## src/rtl/wf_pixel_pkg.sv

```systemverilog
// Shared widths, command codes, FSM encodings and FIFO entry layout
// for the dot-matrix pixel loader.
package wf_pixel_pkg;

  localparam int unsigned PIX_W  = 16;
  localparam int unsigned ADDR_W = 6;
  localparam int unsigned DATA_W = PIX_W - 1;
  localparam int unsigned BIT_W  = 4;

  localparam logic [1:0] CMD_WRITE = 2'b00;
  localparam logic [1:0] CMD_FILL  = 2'b01;

  typedef enum logic [1:0] {
    RX_IDLE = 2'd0,
    RX_CMD  = 2'd1,
    RX_DATA = 2'd2
  } rx_state_e;

  typedef enum logic [1:0] {
    WR_IDLE  = 2'd0,
    WR_WRITE = 2'd1,
    WR_FILL  = 2'd2
  } wr_state_e;

  typedef struct packed {
    logic              fill;
    logic [ADDR_W-1:0] addr;
    logic [DATA_W-1:0] pixel;
  } fifo_entry_t;

  localparam int unsigned ENTRY_W = $bits(fifo_entry_t);

endpackage

```

## src/rtl/wf_sync_fifo.sv

```systemverilog
// Generic single-clock FIFO; push and pop may coincide at any fill level,
// including full (the popped slot is reused by the push).
module wf_sync_fifo #(
  parameter int unsigned DEPTH = 8,
  parameter int unsigned WIDTH = 8
) (
  input  logic                     clk,
  input  logic                     rst,
  input  logic                     push,
  input  logic                     pop,
  input  logic [WIDTH-1:0]         wr_data,
  output logic [WIDTH-1:0]         rd_data_c,
  output logic                     full,
  output logic                     empty,
  output logic [$clog2(DEPTH):0]   count
);

  localparam int unsigned PW = $clog2(DEPTH);
  localparam int unsigned CW = PW + 1;

  logic [WIDTH-1:0] mem [DEPTH];
  logic [PW-1:0]    wr_ptr;
  logic [PW-1:0]    rd_ptr;
  logic             do_push;
  logic             do_pop;
  logic [CW-1:0]    count_nxt;

  assign do_pop    = pop && !empty;
  assign do_push   = push && (!full || do_pop);
  assign count_nxt = count + CW'(do_push) - CW'(do_pop);
  assign rd_data_c = mem[rd_ptr];

  always_ff @(posedge clk or posedge rst) begin
    if (rst) begin
      wr_ptr <= '0;
      rd_ptr <= '0;
      count  <= '0;
      full   <= 1'b0;
      empty  <= 1'b1;
    end else begin
      if (do_push) wr_ptr <= wr_ptr + PW'(1);
      if (do_pop)  rd_ptr <= rd_ptr + PW'(1);
      count <= count_nxt;
      full  <= (count_nxt == CW'(DEPTH));
      empty <= (count_nxt == '0);
    end
  end

  // Storage needs no reset; pointers define validity.
  always_ff @(posedge clk) begin
    if (do_push) mem[wr_ptr] <= wr_data;
  end

endmodule

```

## src/rtl/wf_pixel_loader.sv

```systemverilog
// Serial CPU link -> FIFO -> pixel RAM write port, writes confined to the
// idle window between the scan driver's scan_done and next scan_en.
module wf_pixel_loader
  import wf_pixel_pkg::*;
#(
  parameter int unsigned FIFO_DEPTH  = 8,
  parameter int unsigned SYNC_STAGES = 2
) (
  input  logic              clk,
  input  logic              reset,
  input  logic              ser_sck,
  input  logic              ser_din,
  input  logic              ser_cs_n,
  input  logic              scan_en,
  input  logic              scan_done,
  output logic              ram_wr_en,
  output logic [ADDR_W-1:0] ram_wr_addr,
  output logic [PIX_W-1:0]  ram_wr_pixels,
  output logic              busy,
  output logic              overflow
);

  localparam int unsigned CNT_W = $clog2(FIFO_DEPTH) + 1;

  // ---------------- input synchronisers and edge detect
  logic [SYNC_STAGES-1:0] sck_sync, din_sync, cs_sync;
  logic sck_prev, cs_prev;
  logic sck_s, din_s, cs_s;
  logic sck_rise_c, cs_fall_c;

  always_ff @(posedge clk or posedge reset) begin
    if (reset) begin
      sck_sync <= '0;
      din_sync <= '0;
      cs_sync  <= '1;
      sck_prev <= 1'b0;
      cs_prev  <= 1'b1;
    end else begin
      sck_sync <= {sck_sync[SYNC_STAGES-2:0], ser_sck};
      din_sync <= {din_sync[SYNC_STAGES-2:0], ser_din};
      cs_sync  <= {cs_sync[SYNC_STAGES-2:0], ser_cs_n};
      sck_prev <= sck_s;
      cs_prev  <= cs_s;
    end
  end

  assign sck_s      = sck_sync[SYNC_STAGES-1];
  assign din_s      = din_sync[SYNC_STAGES-1];
  assign cs_s       = cs_sync[SYNC_STAGES-1];
  assign sck_rise_c = sck_s && !sck_prev;
  assign cs_fall_c  = cs_prev && !cs_s;

  // ---------------- serial receiver
  rx_state_e         rx_state, rx_nxt;
  logic [BIT_W-1:0]  bit_cnt;
  logic [PIX_W-3:0]  shift_q;
  logic [1:0]        mode_q;
  logic [ADDR_W-1:0] cur_addr_q;
  logic              fill_seen_q;
  logic              bit_c, word_done_c, push_c;
  fifo_entry_t       entry_c;

  always_ff @(posedge clk or posedge reset) begin
    if (reset) rx_state <= RX_IDLE;
    else       rx_state <= rx_nxt;
  end

  always_comb begin
    rx_nxt = rx_state;
    if (cs_s)
      rx_nxt = RX_IDLE;
    else if (cs_fall_c)
      rx_nxt = RX_CMD;
    else if (sck_rise_c && rx_state == RX_CMD && bit_cnt == BIT_W'(7))
      rx_nxt = RX_DATA;
  end

  // A bit is only accepted inside an active frame with no restart pending.
  assign bit_c       = !cs_s && !cs_fall_c && sck_rise_c && rx_state != RX_IDLE;
  assign word_done_c = bit_c && rx_state == RX_DATA && bit_cnt == BIT_W'(15);
  assign push_c      = word_done_c &&
                       (mode_q == CMD_WRITE || (mode_q == CMD_FILL && !fill_seen_q));

  always_comb begin
    entry_c.fill  = (mode_q == CMD_FILL);
    entry_c.addr  = (mode_q == CMD_FILL) ? '0 : cur_addr_q;
    entry_c.pixel = {shift_q[DATA_W-2:0], din_s};
  end

  // ---------------- FIFO
  fifo_entry_t       head_c;
  logic [ENTRY_W-1:0] rd_data_c;
  logic              fifo_full, fifo_empty;
  logic [CNT_W-1:0]  fifo_count;
  logic              pop_c, push_acc_c;
  logic [CNT_W-1:0]  cnt_nxt_c;

  wf_sync_fifo #(.DEPTH(FIFO_DEPTH), .WIDTH(ENTRY_W)) u_fifo (
    .clk       (clk),
    .rst       (reset),
    .push      (push_c),
    .pop       (pop_c),
    .wr_data   (entry_c),
    .rd_data_c (rd_data_c),
    .full      (fifo_full),
    .empty     (fifo_empty),
    .count     (fifo_count)
  );

  assign head_c     = fifo_entry_t'(rd_data_c);
  assign push_acc_c = push_c && (!fifo_full || pop_c);
  assign cnt_nxt_c  = fifo_count + CNT_W'(push_acc_c) - CNT_W'(pop_c);

  always_ff @(posedge clk or posedge reset) begin
    if (reset) begin
      bit_cnt     <= '0;
      shift_q     <= '0;
      mode_q      <= '0;
      cur_addr_q  <= '0;
      fill_seen_q <= 1'b0;
      overflow    <= 1'b0;
    end else if (cs_fall_c) begin
      bit_cnt     <= '0;
      fill_seen_q <= 1'b0;
      overflow    <= 1'b0;
    end else begin
      if (bit_c) begin
        shift_q <= {shift_q[PIX_W-4:0], din_s};
        if (rx_state == RX_CMD && bit_cnt == BIT_W'(7)) begin
          {mode_q, cur_addr_q} <= {shift_q[6:0], din_s};
          bit_cnt <= '0;
        end else if (word_done_c) begin
          bit_cnt <= '0;
          if (mode_q == CMD_WRITE) cur_addr_q  <= cur_addr_q + ADDR_W'(1);
          if (mode_q == CMD_FILL)  fill_seen_q <= 1'b1;
        end else begin
          bit_cnt <= bit_cnt + BIT_W'(1);
        end
      end
      if (push_c && fifo_full && !pop_c) overflow <= 1'b1;
    end
  end

  // ---------------- write window and RAM writer
  logic              window, window_c;
  wr_state_e         wr_state, wr_nxt;
  logic [ADDR_W-1:0] fill_cnt, fill_cnt_nxt;
  logic [DATA_W-1:0] fill_pix, fill_pix_nxt;
  logic              wr_en_nxt;
  logic [ADDR_W-1:0] wr_addr_nxt;
  logic [PIX_W-1:0]  wr_pix_nxt;

  // Decisions use the window as it will be after this edge, so a write never
  // lands in a cycle where the window reads closed.
  assign window_c = scan_en ? 1'b0 : (scan_done ? 1'b1 : window);

  always_ff @(posedge clk or posedge reset) begin
    if (reset) wr_state <= WR_IDLE;
    else       wr_state <= wr_nxt;
  end

  always_comb begin
    wr_nxt       = wr_state;
    pop_c        = 1'b0;
    wr_en_nxt    = 1'b0;
    wr_addr_nxt  = ram_wr_addr;
    wr_pix_nxt   = ram_wr_pixels;
    fill_cnt_nxt = fill_cnt;
    fill_pix_nxt = fill_pix;
    unique case (wr_state)
      WR_IDLE, WR_WRITE: begin
        wr_nxt = WR_IDLE;
        if (window_c && !fifo_empty) begin
          pop_c      = 1'b1;
          wr_en_nxt  = 1'b1;
          wr_pix_nxt = {1'b0, head_c.pixel};
          if (head_c.fill) begin
            wr_addr_nxt  = '0;
            fill_pix_nxt = head_c.pixel;
            fill_cnt_nxt = ADDR_W'(1);
            wr_nxt       = WR_FILL;
          end else begin
            wr_addr_nxt = head_c.addr;
            wr_nxt      = WR_WRITE;
          end
        end
      end
      WR_FILL: begin
        if (window_c) begin
          wr_en_nxt   = 1'b1;
          wr_addr_nxt = fill_cnt;
          wr_pix_nxt  = {1'b0, fill_pix};
          if (fill_cnt == '1) wr_nxt = WR_IDLE;
          else                fill_cnt_nxt = fill_cnt + ADDR_W'(1);
        end
      end
      default: wr_nxt = WR_IDLE;
    endcase
  end

  always_ff @(posedge clk or posedge reset) begin
    if (reset) begin
      window        <= 1'b0;
      ram_wr_en     <= 1'b0;
      ram_wr_addr   <= '0;
      ram_wr_pixels <= '0;
      fill_cnt      <= '0;
      fill_pix      <= '0;
      busy          <= 1'b0;
    end else begin
      window        <= window_c;
      ram_wr_en     <= wr_en_nxt;
      ram_wr_addr   <= wr_addr_nxt;
      ram_wr_pixels <= wr_pix_nxt;
      fill_cnt      <= fill_cnt_nxt;
      fill_pix      <= fill_pix_nxt;
      busy          <= (cnt_nxt_c != '0) || (wr_nxt == WR_FILL);
    end
  end

endmodule

```

## config.mk

```make
export PLATFORM = sky130hd
export DESIGN_NAME = wf_pixel_loader
export DESIGN_NICKNAME = d
export VERILOG_FILES = /design/src/rtl/wf_pixel_pkg.sv /design/src/rtl/wf_sync_fifo.sv /design/src/rtl/wf_pixel_loader.sv
export SDC_FILE = /design/constraint.sdc
export NUM_CORES = 1
export LEC_CHECK = 0
export CAP_MARGIN = 20
export CELL_PAD_IN_SITES_DETAIL_PLACEMENT = 0
export CELL_PAD_IN_SITES_GLOBAL_PLACEMENT = 1
export CORE_MARGIN = 3
export CORE_UTILIZATION = 53
export CTS_CLUSTER_DIAMETER = 30
export DETAILED_ROUTE_END_ITERATION = 16
export PLACE_DENSITY_LB_ADDON = 0.1
export SYNTH_ARGS = -nofsm -noshare
export SYNTH_HDL_FRONTEND = slang
export SYNTH_HIERARCHICAL = 1
export SYNTH_SLANG_ARGS = --single-unit
```

## constraint.sdc

```tcl
create_clock -name clk -period 5.9 [get_ports clk]
set_input_delay 1.18 -clock clk [delete_from_list [all_inputs] [get_ports clk]]
set_output_delay 1.18 -clock clk [all_outputs]
set_load 0.005 [all_outputs]
```

== Word level (Yosys, flattened, before mapping) ==
Memories as Yosys holds them, arrays and structs flattened.
Cells that the tools add are included.
Storage, ports and cells
  register bits: 98
  RAM bits: 176
  word-level logic and storage cells: 144
  memories kept: 1
  output and inout bits: 25
Memory list
  u_fifo.mem: depth 8, width 22, rd ports 1, clocked after memory_dff 0, write ports 1, RTL line wf_sync_fifo.sv:21  | logic [WIDTH-1:0] mem [DEPTH];
Cells by class
  bitwise operators: 1
  mux-type cells: 43
  add/subtract/negate cells: 9
  eq/ne operators: 15
  reductions and logical operators: 50
Operators with widths (count)
  2-to-1 mux 6 bit: 11
  2-to-1 mux 16 bit: 2
  one-hot mux 16 bit (2 select lines): 1
  one-hot mux 6 bit (2 select lines): 2
  logical AND 1 bit: 18
  2-to-1 mux 4 bit: 4
  nonzero test 2 bit: 8
  2-to-1 mux 1 bit: 14
  2-to-1 mux 2 bit: 7
  adder 6 x 1 -> 6 bit (second input constant): 2
  inequality test 2 bit (second input constant): 5
  AND reduction 3 bit: 3
  adder 4 x 1 -> 4 bit: 2
  == test 4 bit (second input constant): 2
  AND reduction 4 bit: 2
  subtractor 4 x 1 -> 4 bit: 2
  logical NOT 1 bit: 7
  adder 3 x 1 -> 3 bit (second input constant): 2
  == test 2 x 1 -> 1 bit (second input constant): 3
  == test 2 bit (second input constant): 3
  == test 6 bit (second input constant): 1
  AND reduction 5 bit: 1
  adder 4 x 1 -> 4 bit (second input constant): 1
  == test 4 x 3 -> 1 bit (second input constant): 1
  other kinds (10): 14

== Depth between registers and ports, before layout ==
Gate-level depths: netlist of the first run.
  depth after elaboration: 14
  depth in mapped cells: 14
  mapped depth without buffers: 13

== Hierarchy ==
Netlist of the first run, hierarchy kept.
Modules (own cells, without submodules)
  wf_sync_fifo: sequential area each 5586.6 um^2, times used 1, area each 7404.6 um^2, cells each 312
  wf_pixel_loader: sequential area each 2130.8 um^2, times used 1, area each 3888.7 um^2, cells each 371

== Worst setup path before layout of the first run ==
OpenSTA, ideal clock, no wires.
  kind: input to register
  start: in scan_en
  end: mem u_fifo/mem[0][0] in the netlist's numbering (enable)
  path slack: 1152 ps
  required time: 5443 ps
  stages: 7
  library setup time: 457 ps
  data arrival time: 4291 ps
  cell sequence: o21ba_2 -> nand2_1 -> inv_1 -> nor2b_1 -> clkbuf_1 -> o21ai_2 -> nor4_1
Between the ends
  cells in the longest elaborated chain, start to end: 9
RTL lines
  from (decl): RTL line wf_pixel_loader.sv:14  | input logic scan_en,
  2-to-1 mux 1 bit: RTL line wf_pixel_loader.sv:155  | assign window_c = scan_en ? 1'b0 : (scan_done ? 1'b1 : window);
  logical AND 1 bit: RTL line wf_pixel_loader.sv:173  | if (window_c && !fifo_empty) begin
  2-to-1 mux 1 bit: RTL line wf_pixel_loader.sv:173
  2-to-1 mux 1 bit: RTL line wf_pixel_loader.sv:170  | unique case (wr_state)
  named net pop_c: RTL line wf_pixel_loader.sv:95  | logic pop_c, push_acc_c;
  logical AND 1 bit: RTL line wf_sync_fifo.sv:28  | assign do_pop = pop && !empty;
  named net u_fifo.do_pop: RTL line wf_sync_fifo.sv:25  | logic do_pop;
  logical OR 1 bit: RTL line wf_sync_fifo.sv:29  | assign do_push = push && (!full || do_pop);
  logical AND 1 bit: RTL line wf_sync_fifo.sv:29
  2-to-1 mux 1 bit: RTL line wf_sync_fifo.sv:51  | if (do_push) mem[wr_ptr] <= wr_data;
  2-to-1 mux 1 bit (implied by the code): RTL line wf_sync_fifo.sv:51
  to (decl): RTL line wf_sync_fifo.sv:21
The timed path passes the listed nets, and every way through them passes these cells.

== Worst setup path in the final report of the first run ==
  start: in scan_en
  end: reg u_fifo.empty
Between the ends
  cells in the longest elaborated chain, start to end: 10
RTL lines
  2-to-1 mux 1 bit *: RTL line wf_pixel_loader.sv:155
  named net window_c: RTL line wf_pixel_loader.sv:145  | logic window, window_c;
  logical AND 1 bit *: RTL line wf_pixel_loader.sv:173
  2-to-1 mux 1 bit *: RTL line wf_pixel_loader.sv:173
  2-to-1 mux 1 bit *: RTL line wf_pixel_loader.sv:170
  named net pop_c: RTL line wf_pixel_loader.sv:95
  logical AND 1 bit *: RTL line wf_sync_fifo.sv:28
  logical OR 1 bit: RTL line wf_sync_fifo.sv:29
  logical AND 1 bit: RTL line wf_sync_fifo.sv:29
  adder 4 x 1 -> 4 bit: RTL line wf_sync_fifo.sv:30  | assign count_nxt = count + CW'(do_push) - CW'(do_pop);
  subtractor 4 x 1 -> 4 bit *: RTL line wf_sync_fifo.sv:30
  named net u_fifo.count_nxt[2]: RTL line wf_sync_fifo.sv:26  | logic [CW-1:0] count_nxt;
  logical NOT 4 bit *: RTL line wf_sync_fifo.sv:45  | empty <= (count_nxt == '0);
  to (signal assigned): RTL line wf_sync_fifo.sv:45
  to (decl): RTL line wf_sync_fifo.sv:14  | output logic empty,
The timed path passes the listed nets; every way through them passes the cells marked *.
A chain may end at the register's enable or synchronous reset.

==> results of run 1 <==
-- through the flow --
step | cell area, sq um | util | total power, mW | hold WS, ps | worst slack, ps
floorplan | 11300 | - | 3.04 | 331 | 1150
global placement | 11900 | 0.578 | 3.32 | 335 | 1280
detailed placement | 11900 | 0.578 | 3.35 | 335 | 1210
CTS | 13500 | 0.656 | 6.01 | 356 | 1730
global route | 13500 | 0.658 | 6.22 | 361 | 1480
finish | 13500 | 0.658 | 5.94 | 353 | 1680
-- power by group through the flow --
| stage | clock network (mW) | logic, mW | registers, mW |
|---|---|---|---|
| 2_1_floorplan | 0 | 0.733 | 2.31 |
| 3_3_place_gp | 0 | 1.00 | 2.31 |
| 3_5_place_dp | 0 | 1.03 | 2.33 |
| 4_1_cts | 2.68 | 1.03 | 2.29 |
| 5_1_grt | 2.78 | 1.13 | 2.31 |
| 6_report | 2.63 | 1.02 | 2.29 |
-- registers in the layout, summed over array words and instances, names as in the netlist, 2 cells and up --
register and count:
u_fifo/rd_ptr 3, cs_sync 2, ram_wr_pixels 15, u_fifo/mem 176, wr_state 2, fill_cnt 6, rx_state 2, fill_pix 15
u_fifo/wr_ptr 3, mode_q 2, din_sync 2, sck_sync 2, shift_q 14, u_fifo/count 4, ram_wr_addr 6, cur_addr_q 6
bit_cnt 4
-- layout make-up --
class	count	area share
multi-input combinational	358	0.249
clock inverter	38	0.0242
tap	270	0.0250
inverter	20	0.00564
timing repair buffer	44	0.0315
clock buffer	56	0.0942
sequential	273	0.571
-- worst max-delay path: stages --
cell	delay [ps]
clkdlybuf4s50_1	410
o21ba_2	320
nand2_1	140
inv_1	120
nor2b_1	470
o21ai_2	240
ha_1	390
inv_1	40
ha_1	220
fa_1	400
xor2_1	180
or3_1	330
o21ba_2	250
-- per-layer routing --
layer / up-vias / part of all wire
li1: 2789 / -
met1: 3100 / 0.46
met2: 140 / 0.48
met3: 31 / 0.042
met4: 0 / 0.018
met5: - / 0
-- final timing paths --
kind / startpoint / endpoint / slack, ps / depth (start not counted)
max: scan_en / u_fifo/empty / 1680 / 13
min in group asynchronous: reset / wr_state[0] / 900 / 2
min reg2reg: cs_sync[0] / cs_sync[1] / 350 / 0
max in group asynchronous: reset / cs_prev / 3970 / 4
min: cs_sync[0] / cs_sync[1] / 350 / 0
max reg2reg: bit_cnt[0] / u_fifo/empty / 1740 / 12
-- cell families after synthesis --
group | count (synthesis) | share of synthesized area
other | 1 | 0.000332
AND/OR/NAND/NOR | 155 | 0.0660
buffers and inverters | 52 | 0.0224
AO/OA/AOI/OAI | 74 | 0.0429
flip-flops | 273 | 0.683
adder cells (fa/ha/maj) | 15 | 0.0179
XOR/XNOR | 11 | 0.00853
multiplexers | 102 | 0.159
-- layout by cell type (no fill, tap or decap), types with 6 or more instances in the layout --
cell type / Yosys / final
clkinv_2: 0 / 11
nand2b_1: 7 / 7
clkbuf_16: 0 / 50
clkinv_1: 0 / 7
nand2_1: 73 / 73
nand3_1: 8 / 8
clkinv_4: 0 / 6
and3_1: 6 / 6
ha_1: 13 / 13
edfxtp_1: 176 / 176
clkbuf_1: 12 / 6
buf_4: 1 / 13
mux2i_1: 15 / 15
nor2_1: 17 / 14
mux2_2: 43 / 43
a21oi_1: 14 / 14
mux4_1: 44 / 44
o21ai_0: 24 / 24
dfrtp_1: 93 / 92
xnor2_1: 6 / 6
clkdlybuf4s50_1: 0 / 30
nand4_1: 8 / 8
inv_1: 20 / 19
==> qor.yml, run 1 <==
timing:
  fin_setup_tns_ps: 0
  min_period_ps: 4220
  slew_headroom: 0.280
  worst_slew_pin_slew_ps: 1080
  skew_ps: 15.8
  drv_slew: 0
  timing.final.crit_share: 0.715
  finalSetupViolCount: 0
  max_freq_ghz: 0.237
  hold_viol: 0
  rsz0062_at_grt: "false"
place:
  place_inst: 964
  routabilityCongestion: 0.798
  port_buffers: 30
  hpwl_um: 12500
global_route:
  grt_max_degree: 55
  grt_pass1_vias: 6304
  grt_use_met2: 0.302
  busiest_layer: "met2"
  grt_overflow: 0
  met1_usage: 0.268
  grt_use_met3: 0.0361
  antenna_found_initial: 0
  grt.total_usage: 0.189
  grt_first_pass_wirelength_um: 34600
final_layout:
  layout-drive-gt1-share: 0.202
  nNetsFinal: 769
  seq_area_sq_um: 7720
  fillers: 1471
  final_cells: 1059
  area_growth_pct: 19.7
  multiInputGateArea_sq_um: 3360
  antenna_cells: 0
floorplan:
  die_h_um: 152
  die_w_um: 152
  start_util: 0.549
  rows: 52
  dieArea_sq_um: 23100
  ios: 32
  coreArea_sq_um: 20600
flow_run:
  drv_cap: 0
routing:
  vias: 6060
  routedWlPerCell_um: 20.4
  routed_wirelength_um: 21600
  drc_errors: 0
  via_per_inst: 5.72
  drt-pass1-iter-count: 5
  postRouteAntennaNets: 0
  drt_iter0_drc: 371
yosys:
  synth.yosys.seq_area_share: 0.683
  synth.ff_latch_count: 273
  synthesis.instances: 683
  synth_edf_count: 176
  ys_top_cells_by_count: "176 x edfxtp_1, 93 x dfrtp_1, 73 x nand2_1, 44 x mux4_1, 43 x mux2_2"
  synthArstFlopShare: 0.355
  ys_dominant_reg_cell: "edfxtp_1"
  yosysUniqueCellTypes: 60
  avgSynthCellArea_sq_um: 16.5
  synth_top_area_share: 0.468
  syn_nets: 705
  yosys.area.top_type: "edfxtp_1"
  yosysWarnings: 6
  synth_most_common_cell: "edfxtp_1"
  synth_area_leaders: "edfxtp_1 47%, dfrtp_1 21%, mux4_1 10%"
  syn_area_sq_um: 11300
clocking:
  ctsHoldBuffers: 0
  cts_tree: "yes"
  numCtsBuffers: 50
  clk_pin_slew_ps: 50
  ctsResizeCount: 0
  cts_buffer_depth: 3
  cts_root_buf: "clkbuf_16"
  clkSinkCount: 273
  htree_num_levels: 2
  clock_latency_ps: 540
  cts_setup_buffers: 0
pwr:
  power_switching_mw: 1.56
  seq_power_share: 0.386
  cellPowerDensity_nw_per_um2: 439
  power_frac_comb: 0.172
  ir_worst_vdd_v: 0.000260
  leakage_nw: 5.41
  sw_frac_of_total: 0.262
  clkPwrFrac: 0.442
  p_int_mw: 4.38
setup_path:
  endpoint_kind: "flip-flop"
  cp-start-kind: "input port"
  path_max_fanout: 7
  arrival_ps: 4690
  worstSetupPathType: "input port to flip-flop"
  cp.required_ps: 6370
min_path:
  min_path_type: "flip-flop to flip-flop"
run_status:
  status: "finished clean"
Power figures use the tool's default switching activity.
==> run 2, diff against run 1 <==
==> constraint.sdc (replaced) <==
create_clock -name clk -period 4.11 [get_ports clk]
set_input_delay 0.822 -clock clk [delete_from_list [all_inputs] [get_ports clk]]
set_output_delay 0.822 -clock clk [all_outputs]
set_load 0.005 [all_outputs]
==> run 2 against run 1 <==
Non-clock buffer count increased by 5; total power increased by 55%; critical path type is now flip-flop to flip-flop; die area unchanged; final area increased by 2.3%.
==> qor.yml, run 2 (synthesis results as in run 1) <==
final_layout:
  regMostFlops: "u_fifo/mem"  # unchanged
  final_cell_area_sq_um: 13800  # was 13500 sq um
  area_growth_pct: 22.5  # was 19.7%
  antenna_cells: 0  # unchanged
  layout_common_cells: "176 x edfxtp_1, 92 x dfrtp_1, 73 x nand2_1"  # unchanged
  final_cells: 1070  # was 1059
  fin_util: 0.673  # was 0.658
  nNetsFinal: 777  # was 769
  fillers: 1409  # was 1471
  final_common_cell: "edfxtp_1"  # unchanged
  reg_top3: "u_fifo/mem: 176 flops, fill_pix: 15 flops, ram_wr_pixels: 15 flops"  # unchanged
  largest_register_ffs: 176  # unchanged
  layout-drive-gt1-share: 0.211  # was 0.202
pwr:
  total_power_mw: 9.22  # was 5.94 mW
  cellPowerDensity_nw_per_um2: 667  # was 439 nW/um^2
  ir_worst_vdd_v: 0.000357  # was 0.000260 V
  leakage_nw: 5.43  # was 5.41 nW
floorplan:
  dieArea_sq_um: 23100  # unchanged
  die_w_um: 152  # unchanged
  rows: 52  # unchanged
  coreArea_sq_um: 20600  # unchanged
  die_h_um: 152  # unchanged
  ios: 32  # unchanged
  start_util: 0.549  # unchanged
place:
  port_buffers: 30  # unchanged
  place_inst: 970  # was 964
  pre_cts_slack_ps: 304  # was 1210 ps
  routabilityCongestion: 0.824  # was 0.798
  hpwl_um: 12800  # was 12500 um
  place_area_sq_um: 11900  # about the same
routing:
  routed_wirelength_um: 22000  # was 21600 um
  vias: 6090  # was 6060
  routedWlPerCell_um: 20.5  # was 20.4 um
  drc_errors: 0  # unchanged
  drt-pass1-iter-count: 4  # was 5
  via_per_inst: 5.69  # was 5.72
  postRouteAntennaNets: 0  # unchanged
  drt_iter0_drc: 337  # was 371
setup_path:
  cpMaxStageDelayCell: "fa_1"  # was nor2b_1
  path_buf_inv: 2  # was 3
  path_max_fanout: 6  # was 7
  worstSetupPathType: "flip-flop to flip-flop"  # was input port to flip-flop
  crit_top_cell: "ha_1"
  cp.required_ps: 4580  # was 6370 ps
  crit_chain: "ha_1, and4b_1, nand4_1, a211oi_1, buf_4, o21ai_2, ha_1, inv_1, ha_1, fa_1, xor2_1, or3_1, o21ba_2"  # was clkdlybuf4s50_1, o21ba_2, nand2_1, inv_1, nor2b_1, o21ai_2, ha_1, inv_1, ha_1, fa_1, xor2_1, or3_1, o21ba_2
  cp-start-kind: "flip-flop"  # was input port
  critPathMaxStageDelay_ps: 400  # was 470 ps
  endpoint_kind: "flip-flop"  # unchanged
  path_delay_family: "adder cells"  # unchanged
  arrival_ps: 3860  # was 4690 ps
timing:
  rsz0062_at_grt: "false"  # unchanged
  drv_slew: 0  # unchanged
  skew_ps: 18.3  # was 15.8 ps
  finalSetupViolCount: 0  # unchanged
  fin_setup_tns_ps: 0  # unchanged
  worst_slew_pin_slew_ps: 932  # was 1080 ps
  layout_setup_ws_ps: 715  # was 1680 ps
  timing.final.crit_share: 0.826
  holdWs_ps: 349  # was 353 ps
  slew_headroom: 0.379  # was 0.280
  min_period_ps: 3400
  max_freq_ghz: 0.295
  hold_viol: 0  # unchanged
clocking:
  cts_setup_buffers: 0  # unchanged
  numCtsBuffers: 53  # was 50
  clkSinkCount: 273  # unchanged
  clk_pin_slew_ps: 50  # about the same
  ctsHoldBuffers: 0  # unchanged
  cts_buffer_depth: 3  # unchanged
  cts_tree: "yes"  # unchanged
  clock_latency_ps: 530  # was 540 ps
  htree_num_levels: 2  # unchanged
  cts_root_buf: "clkbuf_16"  # unchanged
  ctsResizeCount: 0  # unchanged
run_status:
  status: "finished clean"  # unchanged
global_route:
  grt_overflow: 0  # unchanged
  grt_pass1_vias: 6475  # was 6304
  antenna_found_initial: 0  # unchanged
  grt_max_degree: 46  # was 55
  grt.total_usage: 0.193  # was 0.189
  grt_first_pass_wirelength_um: 35500  # was 34600 um
min_path:
  min_path_type: "flip-flop to flip-flop"  # unchanged
flow_run:
  drv_cap: 0  # unchanged
[run 2: cell type report]
type / instances / area [sq um] / share of cell area
sequential: 273 / 7720 / 0.558
multi-input combinational: 358 / 3370 / 0.244
clock buffer: 70 / 1470 / 0.106
timing repair buffer: 49 / 443 / 0.0320
clock inverter: 30 / 418 / 0.0302
tap: 270 / 338 / 0.0244
inverter: 20 / 76.3 / 0.00552
[run 2: worst paths after layout]
kind	start	end	slack [ps]	depth (start not counted)
max in group asynchronous	reset	fill_pix[1]	2490	3
hold / removal	din_sync[0]	din_sync[1]	350	0
hold reg to reg	din_sync[0]	din_sync[1]	350	0
setup reg to reg	bit_cnt[0]	u_fifo/empty	710	13
setup / recovery	bit_cnt[0]	u_fifo/empty	710	13
min in group asynchronous	reset	u_fifo/rd_ptr[1]	680	2
[run 2: routing by layer]
metal  part of all wire  global-route usage
met4              0.022              0.0638
met3              0.040              0.0358
met5                  0                   0
met2               0.49               0.314
met1               0.45               0.269
[run 2: report_power, final]
part           total, mW  internal (mW)  switching [mW]
registers           3.36           3.14           0.218
clock network       4.44           3.08            1.36
logic               1.42          0.737           0.686
==> run 3, diff against run 2 <==
--- a/config.mk
+++ b/config.mk
@@ -9,7 +9,7 @@
 export CELL_PAD_IN_SITES_DETAIL_PLACEMENT = 0
 export CELL_PAD_IN_SITES_GLOBAL_PLACEMENT = 1
 export CORE_MARGIN = 3
-export CORE_UTILIZATION = 53
+export CORE_UTILIZATION = 48
 export CTS_CLUSTER_DIAMETER = 30
 export DETAILED_ROUTE_END_ITERATION = 16
 export PLACE_DENSITY_LB_ADDON = 0.1
==> constraint.sdc (replaced) <==
create_clock -name clk -period 2.8 [get_ports clk]
set_input_delay 0.56 -clock clk [delete_from_list [all_inputs] [get_ports clk]]
set_output_delay 0.56 -clock clk [all_outputs]
set_load 0.005 [all_outputs]
==> run 3 against run 2 <==
The flow now finishes with violations (negative setup slack); clock-buffer cell count shrank 10; clock skew shrank 7.1 ps; core utilization shrank 3.8 points; first-iteration DRC count grew 32%; flip-flop and latch count is the same; critical endpoint unchanged; largest cell class unchanged.
==> qor.yml, run 3 (synthesis results as in run 1) <==
setup_path:
  critPathMaxStageDelay_ps: 450  # was 400 ps
  crit_chain: "ha_2, and4b_1, nand4_1, a211oi_4, buf_6, o21ai_4, ha_1, inv_1, ha_2, fa_2, or3_4, o21ba_4"  # was ha_1, and4b_1, nand4_1, a211oi_1, buf_4, o21ai_2, ha_1, inv_1, ha_1, fa_1, xor2_1, or3_1, o21ba_2
  arrival_ps: 3540  # was 3860 ps
  crit_top_cell: "ha_2"  # was ha_1
  worstSetupPathType: "flip-flop to flip-flop"  # unchanged
  path_max_fanout: 3  # was 6
  cpMaxStageDelayCell: "fa_2"  # was fa_1
  cp.required_ps: 3280  # was 4580 ps
  cp-start-kind: "flip-flop"  # unchanged
  endpoint_kind: "flip-flop"  # unchanged
floorplan:
  die_w_um: 159  # was 152 um
  dieArea_sq_um: 25400  # was 23100 sq um
  coreArea_sq_um: 22800  # was 20600 sq um
  rows: 55  # was 52
  die_h_um: 159  # was 152 um
  ios: 32  # unchanged
  start_util: 0.494  # was 0.549
final_layout:
  reg_top3: "u_fifo/mem: 176 flops, fill_pix: 15 flops, ram_wr_pixels: 15 flops"  # unchanged
  largest_register_ffs: 176  # unchanged
  layout_common_cells: "176 x edfxtp_1, 92 x dfrtp_1, 72 x nand2_1"  # was 176 x edfxtp_1, 92 x dfrtp_1, 73 x nand2_1
  antenna_cells: 0  # unchanged
  fin_util: 0.635  # was 0.673
  final_cell_area_sq_um: 14500  # was 13800 sq um
  regMostFlops: "u_fifo/mem"  # unchanged
  nNetsFinal: 808  # was 777
  area_growth_pct: 28.4  # was 22.5%
  final_common_cell: "edfxtp_1"  # unchanged
  layout-drive-gt1-share: 0.264  # was 0.211
  final_cells: 1143  # was 1070
routing:
  drt-met1-wl_um: 9960  # was 9920 um
  drc_errors: 0  # unchanged
  drt-pass1-iter-count: 7  # was 4
  via_per_inst: 5.46  # was 5.69
  met3_length_um: 851  # was 869 um
  routedWlPerCell_um: 19.5  # was 20.5 um
  postRouteAntennaNets: 0  # unchanged
  vias: 6246  # was 6090
  drt_iter0_drc: 445  # was 337
  highest_layer: "met4"  # unchanged
  wl_met2_um: 11000  # was 10700 um
  routed_wirelength_um: 22300  # was 22000 um
place:
  routabilityCongestion: 0.811  # was 0.824
  port_buffers: 30  # unchanged
  pre_cts_slack_ps: -552  # was 304 ps
  place_area_sq_um: 12400  # was 11900 sq um
  place_inst: 1036  # was 970
  hpwl_um: 13000  # was 12800 um
pwr:
  power_frac_comb: 0.166  # was 0.154
  p_int_mw: 10.8  # was 6.96 mW
  leakage_nw: 5.69  # was 5.43 nW
  clkPwrFrac: 0.495  # was 0.482
  ir_worst_vdd_v: 0.000503  # was 0.000357 V
  cellPowerDensity_nw_per_um2: 985  # was 667 nW/um^2
  power_switching_mw: 3.47  # was 2.26 mW
  seq_power_share: 0.340  # was 0.364
  sw_frac_of_total: 0.243  # was 0.245
  total_power_mw: 14.3  # was 9.22 mW
global_route:
  grt_overflow: 0  # unchanged
  antenna_found_initial: 0  # unchanged
  grt_max_degree: 56  # was 46
  grt_first_pass_wirelength_um: 35800  # was 35500 um
  grt_pass1_vias: 6565  # was 6475
  grt.total_usage: 0.179  # was 0.193
timing:
  timing.final.crit_share: 1.09  # was 0.826
  worst_slew_pin_slew_ps: 708  # was 932 ps
  min_period_ps: 3060  # was 3400 ps
  holdWs_ps: 346  # was 349 ps
  rsz0062_at_grt: "true"  # was false
  skew_ps: 11.2  # was 18.3 ps
  hold_viol: 0  # unchanged
  fin_setup_tns_ps: -634  # was 0 ps
  slew_headroom: 0.528  # was 0.379
  finalSetupViolCount: 3  # was 0
  drv_slew: 0  # unchanged
  max_freq_ghz: 0.327  # was 0.295 GHz
  layout_setup_ws_ps: -257  # was 715 ps
clocking:
  clk_pin_slew_ps: 40  # was 50 ps
  clkSinkCount: 273  # unchanged
  numCtsBuffers: 52  # was 53
  cts_root_buf: "clkbuf_16"  # unchanged
  htree_num_levels: 2  # unchanged
  clock_latency_ps: 540  # was 530 ps
  cts_tree: "yes"  # unchanged
  cts_buffer_depth: 3  # unchanged
  ctsHoldBuffers: 0  # unchanged
run_status:
  violations: "negative setup slack"
  status: "complete, but fails checks"  # was finished clean
flow_run:
  drv_cap: 0  # unchanged
min_path:
  min_path_type: "flip-flop to flip-flop"  # unchanged
==> run 3: changes by cell type in the layout (fill, tap and decap cells not counted), moves of 3 or more <==
cell / before / now
bufinv_16: 9 / 16
ha_2: 0 / 3
nor3_4: 0 / 4
buf_12: 0 / 11
ha_1: 13 / 9
inv_6: 5 / 11
clkbuf_1: 11 / 6
clkbuf_8: 4 / 1
nor3_2: 4 / 1
buf_4: 19 / 39
==> run 3: power groups by stage <==
stage               registers, mW  clock network [mW]  logic, mW
floorplan                    4.87                   0       1.58
global placement             4.90                   0       2.24
detailed placement           4.93                   0       2.31
CTS                          4.86                7.18       2.37
global route                 4.90                7.41       2.59
finish                       4.85                7.06       2.37
==> run 3: worst paths after layout <==
path | startpoint | to | slack [ps] | cells after the start
worst max-delay path | bit_cnt[1] | u_fifo/empty | -260 | 12
worst min-delay path | sck_sync[0] | sck_sync[1] | 350 | 0
worst max register to register | bit_cnt[1] | u_fifo/empty | -260 | 12
worst min register to register | sck_sync[0] | sck_sync[1] | 350 | 0
max in group asynchronous | reset | cs_prev | 2010 | 3
min in group asynchronous | reset | u_fifo/wr_ptr[2] | 380 | 2
==> run 3: metal layers <==
layer / vias to the layer above / track usage
met5: - / 0
met4: 0 / 0.0581
met3: 46 / 0.0341
met2: 140 / 0.297
met1: 3185 / 0.243
li1: 2875 / -
==> run 3: layout make-up <==
cell class | count | area, sq um
clock buffer | 60 | 1360
clock inverter | 38 | 657
fill | 1616 | 8350
inverter | 20 | 76.3
multi-input combinational | 358 | 3470
sequential | 273 | 7720
tap | 313 | 392
timing repair buffer | 81 | 825
==> run 3: repair_timing <==
action,in CTS,in global routing
resized for setup,9,2
setup buffers,6,3
pin swaps,8,5
setup endpoints to repair,3,4
==> run 3: critical path: cells and delay by family, from the launching register on <==
family / cells / cell delay, ps
adder cells (fa/ha/maj): 4 / 1110
AND/OR/NAND/NOR: 3 / 800
AO/OA/AOI/OAI: 3 / 510
flip-flops: 1 / 360
buffers and inverters: 2 / 220
